[src/rtl/pipelined_alu.sv]
// rtl/pipelined_alu.sv - handshaked ALU with obstacle/velocity actions; ALU_MUL_EN adds a shift-add multiplier FSM.
`timescale 1ns/1ps
module pipelined_alu #(
    parameter int WIDTH  = 16,
    parameter int IMG_W  = 16,
    parameter int MARGIN = 1
) (
    input  logic                     clk,
    input  logic                     rst_n,
    input  logic                     in_valid,
    output logic                     in_ready,
    input  logic [4:0]               opcode,
    input  logic [WIDTH-1:0]         a,
    input  logic [WIDTH-1:0]         b,
    input  logic [$clog2(IMG_W)-1:0] car_x,
    input  logic [IMG_W-1:0]         img_row,
    input  logic                     velocity_en,
    output logic                     out_valid,
    input  logic                     out_ready,
    output logic [WIDTH-1:0]         result,
    output logic                     zero_flag,
    output logic                     negative_flag,
    output logic                     carry_flag,
    output logic                     overflow_flag,
    output logic                     illegal_op
);

    localparam logic [4:0] OP_NOP            = 5'd0;
    localparam logic [4:0] OP_MOV            = 5'd1;
    localparam logic [4:0] OP_LD             = 5'd2;
    localparam logic [4:0] OP_ST             = 5'd3;
    localparam logic [4:0] OP_ADD            = 5'd4;
    localparam logic [4:0] OP_SUB            = 5'd5;
    localparam logic [4:0] OP_AND            = 5'd6;
    localparam logic [4:0] OP_OR             = 5'd7;
    localparam logic [4:0] OP_NOT            = 5'd8;
    localparam logic [4:0] OP_JMP            = 5'd9;
    localparam logic [4:0] OP_MOVE_LEFT      = 5'd10;
    localparam logic [4:0] OP_MOVE_RIGHT     = 5'd11;
    localparam logic [4:0] OP_STOP           = 5'd12;
    localparam logic [4:0] OP_CONTINUE       = 5'd13;
    localparam logic [4:0] OP_VELOCITY_GUARD = 5'd14;
    localparam logic [4:0] OP_OB_CHECK       = 5'd15;

    localparam logic [WIDTH-1:0] ACTION_MOVE_LEFT  = {{(WIDTH-3){1'b0}}, 3'd1};
    localparam logic [WIDTH-1:0] ACTION_MOVE_RIGHT = {{(WIDTH-3){1'b0}}, 3'd2};
    localparam logic [WIDTH-1:0] ACTION_STOP       = {{(WIDTH-3){1'b0}}, 3'd3};
    localparam logic [WIDTH-1:0] ACTION_CONTINUE   = {{(WIDTH-3){1'b0}}, 3'd4};

    logic             accept;
    logic             single_wr;
    logic             mul_busy;
    logic             mul_wr;
    logic [WIDTH-1:0] mul_lo;
    logic             mul_hi_nz;
    logic [WIDTH:0]   sum;
    logic [WIDTH-1:0] diff;
    logic [WIDTH-1:0] s_res;
    logic             s_c;
    logic             s_v;
    logic             s_ill;
    logic             ob_hit;

    assign accept = in_valid && in_ready;
    assign sum    = {1'b0, a} + {1'b0, b};
    assign diff   = a - b;

    // Window is clipped at both row edges rather than wrapping around.
    always_comb begin
        ob_hit = 1'b0;
        for (int i = 0; i < IMG_W; i++) begin
            if (i >= int'(car_x) - MARGIN && i <= int'(car_x) + MARGIN && img_row[i])
                ob_hit = 1'b1;
        end
    end

    always_comb begin
        s_res = '0;
        s_c   = 1'b0;
        s_v   = 1'b0;
        s_ill = 1'b0;
        case (opcode)
            OP_MOV, OP_LD, OP_ST: s_res = b;
            OP_ADD: begin
                s_res = sum[WIDTH-1:0];
                s_c   = sum[WIDTH];
                s_v   = (a[WIDTH-1] == b[WIDTH-1]) && (sum[WIDTH-1] != a[WIDTH-1]);
            end
            OP_SUB: begin
                s_res = diff;
                s_c   = a < b;
                s_v   = (a[WIDTH-1] != b[WIDTH-1]) && (diff[WIDTH-1] != a[WIDTH-1]);
            end
            OP_AND:            s_res = a & b;
            OP_OR:             s_res = a | b;
            OP_NOT:            s_res = ~a;
            OP_JMP:            s_res = a;
            OP_NOP:            s_res = '0;
            OP_MOVE_LEFT:      s_res = ACTION_MOVE_LEFT;
            OP_MOVE_RIGHT:     s_res = ACTION_MOVE_RIGHT;
            OP_STOP:           s_res = ACTION_STOP;
            OP_CONTINUE:       s_res = ACTION_CONTINUE;
            OP_VELOCITY_GUARD: s_res = velocity_en ? ACTION_CONTINUE : ACTION_STOP;
            OP_OB_CHECK:       s_res = ob_hit ? ACTION_STOP : ACTION_CONTINUE;
            default:           s_ill = 1'b1;
        endcase
    end

`ifdef ALU_MUL_EN
    localparam logic [4:0] OP_MUL = 5'd16;
    localparam int         CNT_W  = $clog2(WIDTH + 1);

    typedef enum logic [1:0] {MUL_IDLE, MUL_BUSY, MUL_DONE} mul_state_t;

    mul_state_t         state;
    mul_state_t         state_nxt;
    logic [CNT_W-1:0]   mul_cnt;
    logic [2*WIDTH-1:0] acc;
    logic [2*WIDTH-1:0] mcand;
    logic [WIDTH-1:0]   mplier;
    logic               mul_start;

    assign mul_start = accept && (opcode == OP_MUL);
    assign mul_busy  = (state != MUL_IDLE);
    assign mul_wr    = (state == MUL_DONE) && (!out_valid || out_ready);
    assign single_wr = accept && (opcode != OP_MUL);
    assign mul_lo    = acc[WIDTH-1:0];
    assign mul_hi_nz = |acc[2*WIDTH-1:WIDTH];

    always_ff @(posedge clk or negedge rst_n) begin
        if (!rst_n) state <= MUL_IDLE;
        else        state <= state_nxt;
    end

    always_comb begin
        state_nxt = state;
        case (state)
            MUL_IDLE: if (mul_start) state_nxt = MUL_BUSY;
            MUL_BUSY: if (mul_cnt == CNT_W'(WIDTH - 1)) state_nxt = MUL_DONE;
            MUL_DONE: if (!out_valid || out_ready) state_nxt = MUL_IDLE;
            default:  state_nxt = MUL_IDLE;
        endcase
    end

    // One multiplier bit per BUSY cycle; acc is final when DONE is reached.
    always_ff @(posedge clk or negedge rst_n) begin
        if (!rst_n) begin
            mul_cnt <= '0;
            acc     <= '0;
            mcand   <= '0;
            mplier  <= '0;
        end else if (mul_start) begin
            mul_cnt <= '0;
            acc     <= '0;
            mcand   <= {{WIDTH{1'b0}}, a};
            mplier  <= b;
        end else if (state == MUL_BUSY) begin
            if (mplier[0]) acc <= acc + mcand;
            mcand   <= mcand << 1;
            mplier  <= mplier >> 1;
            mul_cnt <= mul_cnt + 1'b1;
        end
    end

    assign in_ready = !mul_busy && (!out_valid || out_ready);
`else
    assign mul_busy  = 1'b0;
    assign mul_wr    = 1'b0;
    assign mul_lo    = '0;
    assign mul_hi_nz = 1'b0;
    assign single_wr = accept;
    assign in_ready  = !out_valid || out_ready;
`endif

    always_ff @(posedge clk or negedge rst_n) begin
        if (!rst_n) begin
            out_valid     <= 1'b0;
            result        <= '0;
            zero_flag     <= 1'b0;
            negative_flag <= 1'b0;
            carry_flag    <= 1'b0;
            overflow_flag <= 1'b0;
            illegal_op    <= 1'b0;
        end else if (single_wr) begin
            out_valid     <= 1'b1;
            result        <= s_res;
            zero_flag     <= (s_res == '0);
            negative_flag <= s_res[WIDTH-1];
            carry_flag    <= s_c;
            overflow_flag <= s_v;
            illegal_op    <= s_ill;
        end else if (mul_wr) begin
            out_valid     <= 1'b1;
            result        <= mul_lo;
            zero_flag     <= (mul_lo == '0);
            negative_flag <= mul_lo[WIDTH-1];
            carry_flag    <= mul_hi_nz;
            overflow_flag <= 1'b0;
            illegal_op    <= 1'b0;
        end else if (out_ready) begin
            out_valid     <= 1'b0;
        end
    end

endmodule
[config.mk]
export PLATFORM = sky130hd
export DESIGN_NAME = pipelined_alu
export DESIGN_NICKNAME = d
export VERILOG_FILES = /design/src/rtl/pipelined_alu.sv
export SDC_FILE = /design/constraint.sdc
export NUM_CORES = 1
export LEC_CHECK = 0
export ABC_AREA = 1
export BUFFER_PORTS_ARGS = -buffer_cell sky130_fd_sc_hd__buf_4
export CAP_MARGIN = 20
export CORE_ASPECT_RATIO = 1.25
export CORE_MARGIN = 8
export CORE_UTILIZATION = 48
export DETAILED_ROUTE_END_ITERATION = 16
export HOLD_SLACK_MARGIN = 0.08
export PLACE_DENSITY_LB_ADDON = 0.3
export SLEW_MARGIN = 5
export SYNTH_ARGS = -nofsm -noshare
export SYNTH_HDL_FRONTEND = slang
export SYNTH_SLANG_ARGS = --single-unit
[constraint.sdc]
create_clock -name clk -period 2.1 [get_ports clk]
set_clock_uncertainty 0.1 [all_clocks]
set_input_delay 0.21 -clock clk [delete_from_list [all_inputs] [get_ports clk]]
set_output_delay 0.21 -clock clk [all_outputs]
set_load 0.01 [all_outputs]
==> flow_summary.yaml <==
run_status:
  outcome: "finished, violations left"
  violations: "setup timing"
detailed_routing:
  routedWlPerCell_um: 16.4
  vias: 6339
  first_pass_iters: 5
  viasPerCell: 5.43
  drtIter0Drc: 439
  antenna_left: 0
  finalWirelength_um: 19200
  drc_errors: 0
grt:
  grt_use_met2_pct: 51.4
  top_usage_layer: "met2"
  grt_use_total_pct: 28.8
  grt_pass1_wl_um: 29300
  grt_pass1_vias: 6303
  antenna_found_initial: 0
  grt.met3_usage_pct: 4.19
  overflow: 0
  grt_max_degree: 28
  grt_use_met1_pct: 31.9
cts:
  cts_buffer_depth: 2
  root_buffer: "clkbuf_16"
  clk_latency_ns: 0.25
  cts_buffers: 3
  tritoncts: "done"
  cts.sinks: 21
  htreeDepth: 1
  clk_pin_slew_ns: 0.06
setup_path:
  path_common_cell: "nor2_1"
  crit_buf_inv: 5
  worst_r2r_endpoint: "zero_flag"
  r2r_cells: 11
  crit_fanout: 3
  crit_path_start_kind: "input pin"
  crit_slowest_cell: "ha_4"
  critPathArrivalTime_ns: 2.24
  critPathMaxStageDelay_ns: 0.29
  reg2reg_slack_ns: 0.25
  worstSetupPathType: "in -> reg"
  worstPathRequired_ns: 2.19
  cp_top_family: "simple AND/OR/NAND/NOR gates"
  path_cells: "buf_8, inv_4, ha_4, clkinvlp_4, a21oi_2, buf_4, nor2_2, nor2_1, nand2_1, nor2_1, nor2_1, nor2_1, buf_4, nand2_4, nor2_2, nand4_1, nor2_1, nand3_1, o21ai_1"
  cp-end-kind: "register"
  r2r_start: "out_valid"
power_and_ir_drop:
  power.leakage_nw: 3.86
  p_sw_mw: 1.09
  p_per_area_nw_per_um2: 358
  swShare_pct: 41.8
  power_frac_comb_pct: 65.4
  ir_worst_vdd_uv: 376
  p_int_mw: 1.52
  power_frac_seq_pct: 19.1
  pwr-share-clk_pct: 15.5
yosys:
  syn_area_per_cell_um2: 5.79
  yosys_warnings: 0
  synth_top_family_by_area: "simple AND/OR/NAND/NOR gates"
  seq_area_frac_synth_pct: 11.8
  synth_xor_area_share_pct: 0.392
  synth.distinct_cells: 45
  netlist_instances: 772
  synth_flop_cell: "dfrtp_1"
  ys_ff_latch: 21
  synth_edf_count: 0
  synth_area_um2: 4470
  async_flop_share_pct: 100
  synth_compound_area_share_pct: 16.1
  syn_nets: 891
  muxShareOfSynthArea_pct: 0
  synth_simple_gate_area_share_pct: 43.0
  synthAdderAreaFrac_pct: 16.3
finish:
  finalNetCount: 1164
  final_common_cell: "buf_4"
  drive_gt1_share_pct: 40.6
  mostFrequentLayoutCells: "buf_4 (277), nand2_1 (178), inv_1 (99)"
  insertedDiodeCount: 0
  area.growth.synth_to_final_pct: 63.3
hold_path:
  min_delay_worst_endpoint: "out_valid"
  holdPathStages: 4
  min-delay-start: "out_ready"
  hp-class: "in -> reg"
timing:
  setup_ws_ns: -0.0575
  hold_ws_ns: 0.195
  fmax_mhz: 463
  finalSetupViolations: 1
  rsz0062_at_grt: "true"
  post-route-min-period_ns: 2.16
  slew_viol_final: 0
  slew_headroom_pct: 72.4
  period_share_pct: 103
  worst_pin_slew_ns: 0.404
  finalHoldViolations: 0
floorplan:
  fp.dieH_um: 124
  fp.dieW_um: 102
  num_rows: 39
  ioPinCount: 85
  core_area_um2: 9130
  dieArea_um2: 12700
  initial_core_util_pct: 49.0
run:
  cap_violations: 0
placed_design:
  port_buffers: 84
  detailedPlace.worstSlack_ns: -0.482
  dp_hpwl_um: 15200
  place_congestion: 0.994
[stage by stage]
step | instance area (um2) | power (mW) | TNS (ns) | instances | util, %
detailed placement | 6570 | 1.98 | -4.35 | 1147 | 72.0
CTS | 6860 | 2.44 | -0.0629 | 1155 | 75.2
floorplan | 4500 | 1.19 | -0.0685 | 772 | -
global placement | 6570 | 1.94 | -3.62 | 1147 | 72.0
global route | 7300 | 2.78 | -0.324 | 1167 | 80.0
finish | 7300 | 2.61 | -0.0575 | 1167 | 80.0
[power groups by stage]
stage                     clock network, mW  logic, mW  registers, mW
after detailed placement                  0       1.48          0.500
after global routing                  0.423       1.85          0.502
after floorplan                           0      0.674          0.521
final                                 0.406       1.71          0.498
after global placement                    0       1.44          0.497
after CTS                             0.402       1.54          0.497
[state kept, by name, indices dropped and copies added, names as in the netlist]
signal,count
illegal_op,1
out_valid,1
result,16
zero_flag,1
carry_flag,1
overflow_flag,1
[cell type report]
cell class                      count  area, um2
Multi-Input combinational cell    614       3870
Timing Repair Buffer              286       2200
Fill cell                         688       1830
Sequential cell                    21        526
Inverter                          119        470
Tap cell                          123        154
Clock buffer                        3       75.1
Clock inverter                      1       5.00
[cell families after synthesis]
group / Yosys count
AOI/OAI and AO/OA: 126
xor gates and xnor gates: 2
adders and majority gates: 57
buffers and inverters: 137
DFF: 21
and+or+nand+nor: 429
[worst reg2reg max path: stages (launching register included)]
cell and delay, ns:
dfrtp_1 0.39, nand2_1 0.14, nand2_1 0.09, inv_1 0.13, nand4_1 0.18, nor2_1 0.15, nand3_1 0.10, nor2_2 0.09
nand4_1 0.11, nor2_1 0.12, nand3_1 0.08, o21ai_1 0.11
[routing by layer]
layer  share of wire, %  wire length [um]
met5                  0                 0
met4                4.8               926
met3                5.8              1120
met2                 51              9740
met1                 39              7400
[worst max path at each step]
stage                     cells past startpoint        end      from  slack, ns
after floorplan                              18  zero_flag  car_x[0]      -0.05
after global placement                       18  zero_flag      a[6]      -0.46
after detailed placement                     17  zero_flag      a[0]      -0.48
after CTS                                    18  zero_flag      b[0]      -0.06
after global routing                         19  zero_flag      a[3]      -0.21
final                                        19  zero_flag      a[3]      -0.06
[what timing repair did]
item / in CTS / in global routing
buffers inserted: 3 / 12
endpoints found under the hold margin: 21 / 0
setup endpoints to repair: 8 / 13
resized for setup: 44 / 101
hold buffers: 1 / 0
pin swaps: 15 / 49
[cell usage after synthesis (all sizes together) (3+ instances only)]
| cell | instances | share of area (%) |
|---|---|---|
| o22ai | 9 | 1.3 |
| dfrtp | 21 | 12 |
| o21bai | 3 | 0.50 |
| inv | 119 | 10 |
| nand3b | 5 | 1.1 |
| or2 | 3 | 0.42 |
| nand3 | 84 | 10 |
| nand4 | 17 | 2.5 |
| clkbuf | 8 | 0.73 |
| nor3 | 11 | 1.5 |
| a31oi | 5 | 0.70 |
| nand2 | 206 | 18 |
| nor2 | 100 | 8.9 |
| o21ai | 63 | 7.1 |
| ha | 55 | 15 |
| a21oi | 28 | 3.2 |
| o211ai | 4 | 0.67 |
| a221oi | 4 | 0.78 |
| buf | 10 | 1.7 |
| nor3b | 3 | 0.50 |
No activity file was read; power rests on OpenSTA's default activity.
